<file path="src/rtl/nonce_pkg.sv">
// Types and helpers shared by the nonce issue path and the nonce correction path on the core output.
// Both ends use bit_rev so they always agree on the core's nonce bit order.
package nonce_pkg;

   localparam int NONCE_W        = 32;
   localparam int PIPE_DEPTH_DEF = 32'hC0;

   typedef enum logic [1:0] {
      IDLE  = 2'd0,
      RUN   = 2'd1,
      DRAIN = 2'd2
   } state_t;

   // Bit i of the true nonce lands on bit NONCE_W-1-i of the core's format.
   function automatic logic [NONCE_W-1:0] bit_rev(input logic [NONCE_W-1:0] x);
      logic [NONCE_W-1:0] r;
      r = '0;
      for (int i = 0; i < NONCE_W; i++) begin
         r[NONCE_W-1-i] = x[i];
      end
      return r;
   endfunction

endpackage

</file>
<file path="src/rtl/nonce_issue.sv">
// Issues one nonce per clock over an inclusive, possibly wrapping, range, then waits out
// the core pipeline before pulsing done so late hits still belong to this job.
module nonce_issue
   import nonce_pkg::*;
#(
   parameter int PIPE_DEPTH = PIPE_DEPTH_DEF,
   parameter bit REVERSE    = 1'b1
) (
   input  logic               clk,
   input  logic               rst,
   input  logic               job_valid,
   output logic               job_ready,
   input  logic [NONCE_W-1:0] start_nonce,
   input  logic [NONCE_W-1:0] end_nonce,
   input  logic               abort,
   output logic               core_valid,
   output logic [NONCE_W-1:0] core_nonce,
   output logic [NONCE_W-1:0] cur_nonce,
   output logic               busy,
   output logic               done
);

   localparam int DRAIN_W = $clog2(PIPE_DEPTH + 1);
   localparam logic [DRAIN_W-1:0] DRAIN_LOAD = DRAIN_W'(PIPE_DEPTH - 1);

   generate
      if (PIPE_DEPTH < 1) begin : g_bad_depth
         $error("nonce_issue: PIPE_DEPTH must be >= 1");
      end
   endgenerate

   state_t               state_reg, state_next;
   logic [NONCE_W-1:0]   cnt_reg, cnt_next;
   logic [NONCE_W-1:0]   end_reg, end_next;
   logic [DRAIN_W-1:0]   drain_reg, drain_next;
   logic                 valid_reg, valid_next;
   logic [NONCE_W-1:0]   core_nonce_reg, core_nonce_next;
   logic [NONCE_W-1:0]   cur_reg, cur_next;
   logic                 busy_reg, busy_next;
   logic                 done_reg, done_next;
   logic                 ready_reg, ready_next;

   function automatic logic [NONCE_W-1:0] to_core(input logic [NONCE_W-1:0] x);
      return REVERSE ? bit_rev(x) : x;
   endfunction

   always_comb begin
      state_next      = state_reg;
      cnt_next        = cnt_reg;
      end_next        = end_reg;
      drain_next      = drain_reg;
      valid_next      = valid_reg;
      core_nonce_next = core_nonce_reg;
      cur_next        = cur_reg;
      done_next       = 1'b0;

      case (state_reg)
         IDLE: begin
            if (job_valid) begin
               state_next      = RUN;
               end_next        = end_nonce;
               valid_next      = 1'b1;
               cur_next        = start_nonce;
               core_nonce_next = to_core(start_nonce);
               cnt_next        = start_nonce + 32'd1;
            end
         end
         RUN: begin
            if (abort) begin
               state_next = IDLE;
               valid_next = 1'b0;
            end else if (cur_reg == end_reg) begin
               // The nonce now on the bus is the last one; its core_valid cycle ends here.
               state_next = DRAIN;
               valid_next = 1'b0;
               drain_next = DRAIN_LOAD;
               done_next  = (PIPE_DEPTH == 1);
            end else begin
               valid_next      = 1'b1;
               cur_next        = cnt_reg;
               core_nonce_next = to_core(cnt_reg);
               cnt_next        = cnt_reg + 32'd1;
            end
         end
         DRAIN: begin
            if (abort || done_reg) begin
               state_next = IDLE;
            end else if (drain_reg == DRAIN_W'(1)) begin
               done_next  = 1'b1;
               drain_next = '0;
            end else begin
               drain_next = drain_reg - DRAIN_W'(1);
            end
         end
         default: begin
            state_next = IDLE;
            valid_next = 1'b0;
         end
      endcase

      busy_next  = (state_next != IDLE);
      ready_next = (state_next == IDLE);
   end

   always_ff @(posedge clk) begin
      if (rst) begin
         state_reg      <= IDLE;
         cnt_reg        <= '0;
         end_reg        <= '0;
         drain_reg      <= '0;
         valid_reg      <= 1'b0;
         core_nonce_reg <= '0;
         cur_reg        <= '0;
         busy_reg       <= 1'b0;
         done_reg       <= 1'b0;
         ready_reg      <= 1'b1;
      end else begin
         state_reg      <= state_next;
         cnt_reg        <= cnt_next;
         end_reg        <= end_next;
         drain_reg      <= drain_next;
         valid_reg      <= valid_next;
         core_nonce_reg <= core_nonce_next;
         cur_reg        <= cur_next;
         busy_reg       <= busy_next;
         done_reg       <= done_next;
         ready_reg      <= ready_next;
      end
   end

   assign core_valid = valid_reg;
   assign core_nonce = core_nonce_reg;
   assign cur_nonce  = cur_reg;
   assign busy       = busy_reg;
   assign done       = done_reg;
   assign job_ready  = ready_reg;

endmodule

</file>
<file path="config.mk">
export PLATFORM = sky130hd
export DESIGN_NAME = nonce_issue
export DESIGN_NICKNAME = d
export VERILOG_FILES = /design/src/rtl/nonce_pkg.sv /design/src/rtl/nonce_issue.sv
export SDC_FILE = /design/constraint.sdc
export NUM_CORES = 1
export LEC_CHECK = 0
export BUFFER_PORTS_ARGS = -buffer_cell sky130_fd_sc_hd__buf_2
export CAP_MARGIN = 25
export CORE_ASPECT_RATIO = 0.8
export CORE_UTILIZATION = 55
export DETAILED_ROUTE_END_ITERATION = 16
export PLACE_DENSITY = 0.84
export SYNTH_ARGS = -nofsm -noshare
export SYNTH_HDL_FRONTEND = slang
export SYNTH_SLANG_ARGS = --single-unit
</file>
<file path="constraint.sdc">
create_clock -name clk -period 4.15 [get_ports clk]
set_clock_uncertainty 0.15 [all_clocks]
set_input_delay 0.83 -clock clk [delete_from_list [all_inputs] [get_ports clk]]
set_output_delay 0.83 -clock clk [all_outputs]
set_load 0.01 [all_outputs]
</file>
==> run metrics <==
largest net degree at the start of global routing 84; Area Overhead vs Synth 12.99%; Max Buffers Root-to-Sink 2; yosys warns 0; 1st-iter DRT viols 657; Gate power share 0.211; Post-synth top cells nand2_1 (167), dfxtp_1 (110), nor2_1 (69); Max IR drop VDD 0.2196 mV; Die H 98.81 um; TritonCTS clock tree yes; drt via density around 6.1; GRT overflow 0; mean area per synthesized cell ~7.7 sq um; Clk pin slew, worst setup/hold paths 0.07 ns; Post-DP HPWL 12,470 um; fin. max-slew vios 0; Tot GR Track Use 0.3026; Initial Util 0.5781; main flop type after synthesis dfxtp_1; DR pass1 iterations 5; Antenna Violating Nets Remaining 0; H-tree depth 3; DIE AREA 12,160 sq um; post_cts resized 0; # diodes 0; Worst Path Required 4.27 ns; CP endpoint kind flip-flop; register bit total from synthesis 110; post-synth cell types 60; pwr dens 360.0 nW/um^2; cells after synthesis 840; Setup Buffers After CTS 0; arrival time worst endpoint 3.54 ns; unrepaired setup endpoints after global routing false; detailed-route DRC error count 0; initial antenna violation count 0; Max FO, Critical Path 8; Final #Nets 989; sw frac 0.3188; maximum clock rate between 200 and 300 MHz; crit path from state_reg[1]; share of power burned in registers 0.464; setup TNS 0 ns; Die Wd 123.0 um; clock sink total 110; I/O pins around 140; number of synthesized flops with an enable pin 0; Int Pwr 1.786 mW; core region area 11,150 sq um; worst-margin pin slew roughly 1 ns; Post-CTS Hold Fix Bufs 0; synth top area cells dfxtp_1 (34%), nand2_1 (9.7%), mux2i_1 (6.4%), a21oi_1 (5.3%), xnor2_1 (4.5%); Yosys top cell area share 0.3417; row count 34; final hold violation count 0; DP Cell Count between 1,000 and 1,500; outcome complete, no violations; sequential fraction of the synthesis area 0.3417; Util after Layout 0.6532; Max Cap Viol 0; R2R Path Start state_reg[1]; CTS Root Cell clkbuf_16; IO Port Bufs between 100 and 150; most frequent cell after synthesis nand2_1; Setup crit start kind flip-flop; Clock power frac 0.325; first-pass GRT wire length 28,770 um; share of layout cells above drive strength 1 0.2069; via count 6,496; hold path start end_reg[4]; Synth area leader dfxtp_1; Leakage 3.004 nW; WHS 0.3177 ns; global placement routability congestion around 0.93; total CTS buffers 9; final setup fails 0; Min-Delay Path Class reg2reg; asr flop ratio synth 0; clk_lat worst skew 0.36 ns; vias in the first global route 5,729; slew margin rel. 0.3313; WL per Instance ~17 um; drt total wl 18,040 um; syn nets 911; Final Cycle Share 0.8246; Cell Count, Final, Fillers Out 1,067; Tmin final 3.422 ns; Post-Syn Area 6444 sq um; Setup CP Type reg2reg; net switching power 0.8358 mW
## metal layers
metal  global-route usage  share of wire  vias up
met4              0.09917          0.022        0
met3              0.06192          0.078       41
met5                    0              0        -
li1                     -              -     3121
met1               0.4283           0.45     3034
met2               0.4581           0.45      300
## logic make-up after synthesis
kind of cell,Yosys count,synth area share
AND/OR/NAND/NOR,354,0.2571
XOR/XNOR,33,0.04485
buffers and inverters,90,0.07456
multiplexers,48,0.07670
AO/OA/AOI/OAI,202,0.1992
adder cells (fa/ha/maj),3,0.005826
flip-flops,110,0.3417
## critical path, stage by stage (launching register included)
cell and delay [ns]:
dfxtp_1 0.37, nand2b_2 0.26, mux2_2 0.29, ha_1 0.23, nand2_1 0.07, mux2i_1 0.39
nand3_1 0.43, or4_4 0.63, nor2_2 0.14, a31oi_1 0.10, o32ai_1 0.28
## cell usage in the layout, fill, tap and decap left out, drive strengths merged, types with 4 or more instances in the layout
master   count
and3        17
or3          4
o31ai        6
dfxtp      110
a211oi      23
inv         12
nor4        15
or2          4
nand3       18
mux2         5
a31oi       17
o2111ai      7
clkbuf      10
a22oi        5
nand4       16
o21ai       33
xnor2       33
nand2b       7
nand2      167
a21oi       68
o211ai       8
buf        147
nand3b       5
mux2i       43
a311oi      12
nor2        70
nor3        14
nor2b        4
o21a         4
## final cells by class
| class | instances | area, sq um |
|---|---|---|
| fillers | 971 | 3865 |
| multi-input cells | 640 | 3786 |
| flip-flops and latches | 110 | 2202 |
| repair buffers | 147 | 780.7 |
| clock buffers | 10 | 239.0 |
| well taps | 144 | 180.2 |
| clock inverters | 6 | 55.05 |
| inverters | 10 | 37.54 |
## worst paths after layout
kind	endpoint	slack, ns	cells past startpoint
worst min-delay path	end_reg[4]	0.32	2
worst min register to register	end_reg[4]	0.32	2
worst max register to register	cnt_reg[28]	0.73	10
worst max-delay path	cnt_reg[28]	0.73	10
## power groups by stage
stage | Sequential (mW) | Combinational [mW] | Clock (mW)
3_3_place_gp | 1.24 | 0.534 | 0
3_5_place_dp | 1.24 | 0.543 | 0
2_1_floorplan | 1.23 | 0.377 | 0
6_report | 1.22 | 0.553 | 0.852
4_1_cts | 1.22 | 0.546 | 0.858
5_1_grt | 1.23 | 0.605 | 0.902
## through the flow
step / worst slack [ns] / area (sq um) / total power, mW
floorplan: 0.4090 / 6444 / 1.611
global placement: 0.6927 / 6987 / 1.771
detailed placement: 0.6178 / 6987 / 1.783
CTS: 0.7638 / 7281 / 2.619
global route: 0.4851 / 7281 / 2.735
finish: 0.7281 / 7281 / 2.621
Power figures use the tool's default switching activity.
